### src/rtl/if_fetch.sv
// Instruction fetch: assembles one 32-bit little-endian instruction from four
// byte reads and offers it downstream with valid/ready; redirects restart fetch.
module if_fetch #(
  parameter logic [31:0] RESET_PC = 32'h0000_0000
) (
  input  logic        clk,
  input  logic        rst,
  output logic        mem_req_o,
  output logic [31:0] mem_addr_o,
  input  logic [7:0]  mem_rdata_i,
  input  logic        mem_ack_i,
  input  logic        redirect_i,
  input  logic [31:0] redirect_pc_i,
  output logic        inst_valid_o,
  input  logic        inst_ready_i,
  output logic [31:0] pc_o,
  output logic [31:0] inst_o,
  output logic        misalign_o
);

  typedef enum logic {FETCH, HOLD} state_e;

  state_e          state_q, state_d;
  logic [31:0]     pc_q, pc_d;
  logic [1:0]      idx_q, idx_d;
  logic [2:0][7:0] lanes_q, lanes_d;
  logic            req_q, req_d;
  logic [31:0]     addr_q, addr_d;
  logic            valid_q, valid_d;
  logic [31:0]     inst_q, inst_d;
  logic [31:0]     pco_q, pco_d;
  logic            mis_q, mis_d;

  always_ff @(posedge clk or negedge rst) begin
    if (!rst) begin
      state_q <= FETCH;
      pc_q    <= RESET_PC;
      idx_q   <= 2'd0;
      lanes_q <= '0;
      req_q   <= 1'b0;
      addr_q  <= 32'd0;
      valid_q <= 1'b0;
      inst_q  <= 32'd0;
      pco_q   <= 32'd0;
      mis_q   <= 1'b0;
    end else begin
      state_q <= state_d;
      pc_q    <= pc_d;
      idx_q   <= idx_d;
      lanes_q <= lanes_d;
      req_q   <= req_d;
      addr_q  <= addr_d;
      valid_q <= valid_d;
      inst_q  <= inst_d;
      pco_q   <= pco_d;
      mis_q   <= mis_d;
    end
  end

  always_comb begin
    state_d = state_q;
    pc_d    = pc_q;
    idx_d   = idx_q;
    lanes_d = lanes_q;
    req_d   = req_q;
    addr_d  = addr_q;
    valid_d = valid_q;
    inst_d  = inst_q;
    pco_d   = pco_q;
    mis_d   = 1'b0;

    if (redirect_i) begin
      // Any ack this cycle and any partial lanes are dropped with the old fetch.
      pc_d    = {redirect_pc_i[31:2], 2'b00};
      idx_d   = 2'd0;
      state_d = FETCH;
      valid_d = 1'b0;
      req_d   = 1'b1;
      addr_d  = {redirect_pc_i[31:2], 2'b00};
      mis_d   = |redirect_pc_i[1:0];
    end else begin
      case (state_q)
        FETCH: begin
          if (req_q && mem_ack_i) begin
            if (idx_q == 2'd3) begin
              state_d = HOLD;
              valid_d = 1'b1;
              inst_d  = {mem_rdata_i, lanes_q[2], lanes_q[1], lanes_q[0]};
              pco_d   = pc_q;
              req_d   = 1'b0;
              pc_d    = pc_q + 32'd4;
              idx_d   = 2'd0;
            end else begin
              case (idx_q)
                2'd0:    lanes_d[0] = mem_rdata_i;
                2'd1:    lanes_d[1] = mem_rdata_i;
                default: lanes_d[2] = mem_rdata_i;
              endcase
              idx_d  = idx_q + 2'd1;
              req_d  = 1'b1;
              addr_d = pc_q + 32'(idx_q) + 32'd1;
            end
          end else begin
            // Also covers the first cycle out of reset, when no request is up yet.
            req_d  = 1'b1;
            addr_d = pc_q + 32'(idx_q);
          end
        end
        HOLD: begin
          if (valid_q && inst_ready_i) begin
            valid_d = 1'b0;
            state_d = FETCH;
            req_d   = 1'b1;
            addr_d  = pc_q;
          end
        end
        default: state_d = FETCH;
      endcase
    end
  end

  assign mem_req_o    = req_q;
  assign mem_addr_o   = addr_q;
  assign inst_valid_o = valid_q;
  assign inst_o       = inst_q;
  assign pc_o         = pco_q;
  assign misalign_o   = mis_q;

endmodule

### config.mk
export PLATFORM = sky130hd
export DESIGN_NAME = if_fetch
export DESIGN_NICKNAME = d
export VERILOG_FILES = /design/src/rtl/if_fetch.sv
export SDC_FILE = /design/constraint.sdc
export NUM_CORES = 1
export LEC_CHECK = 0
export BUFFER_PORTS_ARGS = -buffer_cell sky130_fd_sc_hd__clkbuf_2
export CAP_MARGIN = 10
export CORE_ASPECT_RATIO = 1.25
export CORE_MARGIN = 5
export CORE_UTILIZATION = 40
export CTS_CLUSTER_SIZE = 30
export DETAILED_ROUTE_END_ITERATION = 12
export HOLD_SLACK_MARGIN = 0.02
export PLACE_DENSITY = 0.66
export SLEW_MARGIN = 10
export SYNTH_ARGS = -nofsm -noshare
export SYNTH_HDL_FRONTEND = slang
export SYNTH_SLANG_ARGS = --single-unit
### constraint.sdc
create_clock -name clk -period 4.36 [get_ports clk]
set_input_delay 0 -clock clk [delete_from_list [all_inputs] [get_ports clk]]
set_output_delay 0 -clock clk [all_outputs]
set_load 0.01 [all_outputs]
==> flow_summary.yaml <==
clocking:
  cts.sinks: 154
  path_clk_slew_ps: 70
  h-tree-depth: 4
  numCtsBuffers: 17
  cts_tree: "yes"
  ctsResizeCount: 0
  clk_latency_ps: 430
  root_buffer: "clkbuf_16"
  cts_max_path_buffers: 2
critical_path:
  r2r-start: "idx_q[0]"
  r2r-end: "mem_addr_o[22]"
  path_class: "reg2reg"
  worstPathRequired_ps: 4670
  r2r_slack_ps: 1800
  worstSetupStartpointType: "register"
  crit_path_end_kind: "register"
  cp_max_fo: 12
  critPathArrivalTime_ps: 2870
  rr_worst_depth: 6
route:
  vias: 5728
  wl_per_cell_um: 17.6
  routed_wl_um: 19400
  dr.pass1.iters: 4
  via_per_inst: 5.19
  drtAntennaViolNets: 0
  drc: 0
  drt_iter0_markers: 293
power:
  intPower_mw: 2.84
  pwr-share-comb_pct: 14.5
  power_mw: 3.94
  power_leakage_nw: 4.31
  p_clk_share_pct: 40.2
  seq_power_share_pct: 45.3
  swShare_pct: 28.1
  power.density_mw_per_mm2: 433
  p_sw_mw: 1.11
  peakVddDrop_mv: 0.276
yosys:
  postSynth.asyncResetShare_pct: 100
  synth_edf_count: 0
  ys_ff_latch: 154
  synthesis.area_mm2: 0.00718
  syn_inst: 699
  ys_seq_area_share_pct: 53.7
  synth.area.top_cells: "dfrtp_1, mux2_2, nand2_1"
  yosys.area.top_type_share_pct: 53.7
  synth_most_common_cell: "nand2_1"
  avgSynthCellArea_um2: 10.3
  ys.flop_type: "dfrtp_1"
  synth_commonest_cells: "nand2_1, dfrtp_1, mux2_2"
  yosys.area.top_type: "dfrtp_1"
  synthDistinctLibCells: 52
  yosys_warnings: 0
die:
  rows: 54
  core_mm2: 0.0176
  fp.dieW_um: 130
  die_h_um: 160
  start_util_pct: 40.9
  die-area_mm2: 0.0208
  ioPinCount: 144
placement:
  pre_cts_slack_ps: 1870
  gp_congestion: 0.860
  io_buffers: 141
  hpwlAfterDp_um: 13200
grt:
  overflow: 0
  grt_max_degree: 108
  grt_pass1_wl_um: 32100
  antenna_found_initial: 0
  grt_pass1_vias: 5987
  grt_usage_pct: 19.6
min_path:
  hp-start: "mem_ack_i"
  worstHoldPathType: "in2reg"
  hold_path_end: "idx_q[1]"
  whs_path_depth: 4
sta:
  rsz0062_at_grt: "false"
  hold_ws_ps: 56.3
  period_share_pct: 58.7
  fin_skew_ps: 10.2
  worstMarginPinSlew_ps: 1130
  layout_min_cycle_time_ps: 2560
  setup_slack_ps: 1800
  fmax_mhz: 391
  worst_slew_margin_rel_pct: 24.4
  setup_viol: 0
  timing.final.hold_violations: 0
  slew_violations: 0
  finalSetupTns_ps: 0
layout:
  fin_util_pct: 51.9
  nNetsFinal: 917
  fill_cells: 1606
  insertedDiodeCount: 0
  drive_gt1_share_pct: 28.6
  area_growth_pct: 26.8
run:
  cap_violations: 0
outcome:
  status: "finished, final reports clean"
[power by group through the flow]
stage          sequential [mW]  combinational (mW)  clock (mW)
4_1_cts                   1.79               0.583        1.62
2_1_floorplan             1.81               0.290           0
5_1_grt                   1.81               0.643        1.67
3_5_place_dp              1.81               0.549           0
3_3_place_gp              1.80               0.538           0
6_report                  1.79               0.572        1.59
[layout by cell type (no fill, tap or decap), drive strengths merged, types with 6 or more instances in the layout]
| cell | count |
|---|---|
| a21boi | 9 |
| a21oi | 17 |
| and3 | 9 |
| buf | 10 |
| clkbuf | 157 |
| dfrtp | 154 |
| dlygate4sd3 | 42 |
| ha | 6 |
| inv | 15 |
| mux2 | 59 |
| nand2 | 161 |
| nand2b | 9 |
| nand3 | 20 |
| nand4 | 24 |
| nor2 | 24 |
| nor3 | 14 |
| nor4 | 6 |
| o211ai | 10 |
| o21ai | 28 |
| xnor2 | 24 |
| xor2 | 30 |
[metrics by stage]
stage / instances / instance area (um^2)
floorplan: 700 / 7190
global placement: 1029 / 8060
detailed placement: 1029 / 8060
CTS: 1103 / 9110
global route: 1103 / 9110
finish: 1103 / 9110
[final cells by class]
| cell class | instances | area [um^2] | share of cell area [%] |
|---|---|---|---|
| Sequential cell | 154 | 3850 | 42.3 |
| Multi-Input combinational cell | 494 | 3120 | 34.3 |
| Timing Repair Buffer | 192 | 1200 | 13.2 |
| Clock buffer | 17 | 425 | 4.67 |
| Tap cell | 224 | 280 | 3.08 |
| Clock inverter | 15 | 200 | 2.20 |
| Inverter | 7 | 26.3 | 0.288 |
[critical path, stage by stage (launching register included)]
cell,delay [ps]
dfrtp_1,480
ha_1,220
nand4b_1,230
nor2_1,860
nand4_1,230
nor4b_1,330
nor3b_1,80
[worst max path at each step]
stage | start | endpoint | slack [ps] | depth (start not counted)
after floorplan | state_q | mem_addr_o[19] | 2170 | 7
after global placement | idx_q[1] | mem_addr_o[22] | 1930 | 6
after detailed placement | idx_q[0] | mem_addr_o[22] | 1870 | 6
after CTS | idx_q[1] | mem_addr_o[22] | 1860 | 6
after global routing | idx_q[1] | mem_addr_o[22] | 1700 | 6
final | idx_q[0] | mem_addr_o[22] | 1800 | 6
[state kept, by name, indices dropped and copies added (netlist names)]
signal / cells
inst_valid_o: 1
idx_q: 2
mem_addr_o: 32
pc_q: 30
pc_o: 30
inst_o: 32
misalign_o: 1
mem_req_o: 1
state_q: 1
lanes_q: 24
[metal layers]
metal	share of wire [%]	GRT usage, %	wire, um
met2	50	32.6	9680
met4	2.6	7.94	509
met3	4.9	3.54	949
met1	42	25.1	8220
met5	0	0	0
[cell families (layout without fill, tap and decap cells)]
group,count (synthesis),count (layout),synth area share (%)
AO/OA/AOI/OAI,78,78,6.64
XOR/XNOR,54,54,6.59
multiplexers,61,61,9.53
other,1,2,0.0522
flip-flops,154,154,53.7
buffers and inverters,52,231,2.94
AND/OR/NAND/NOR,293,293,19.5
adder cells (fa/ha/maj),6,6,1.05
[what timing repair did]
action                                 CTS  global route
hold buffers                            42             0
setup buffers                            0             0
endpoints found under the hold margin  201             0
setup endpoints to repair                0             0
(Power assumes the default switching activity.)
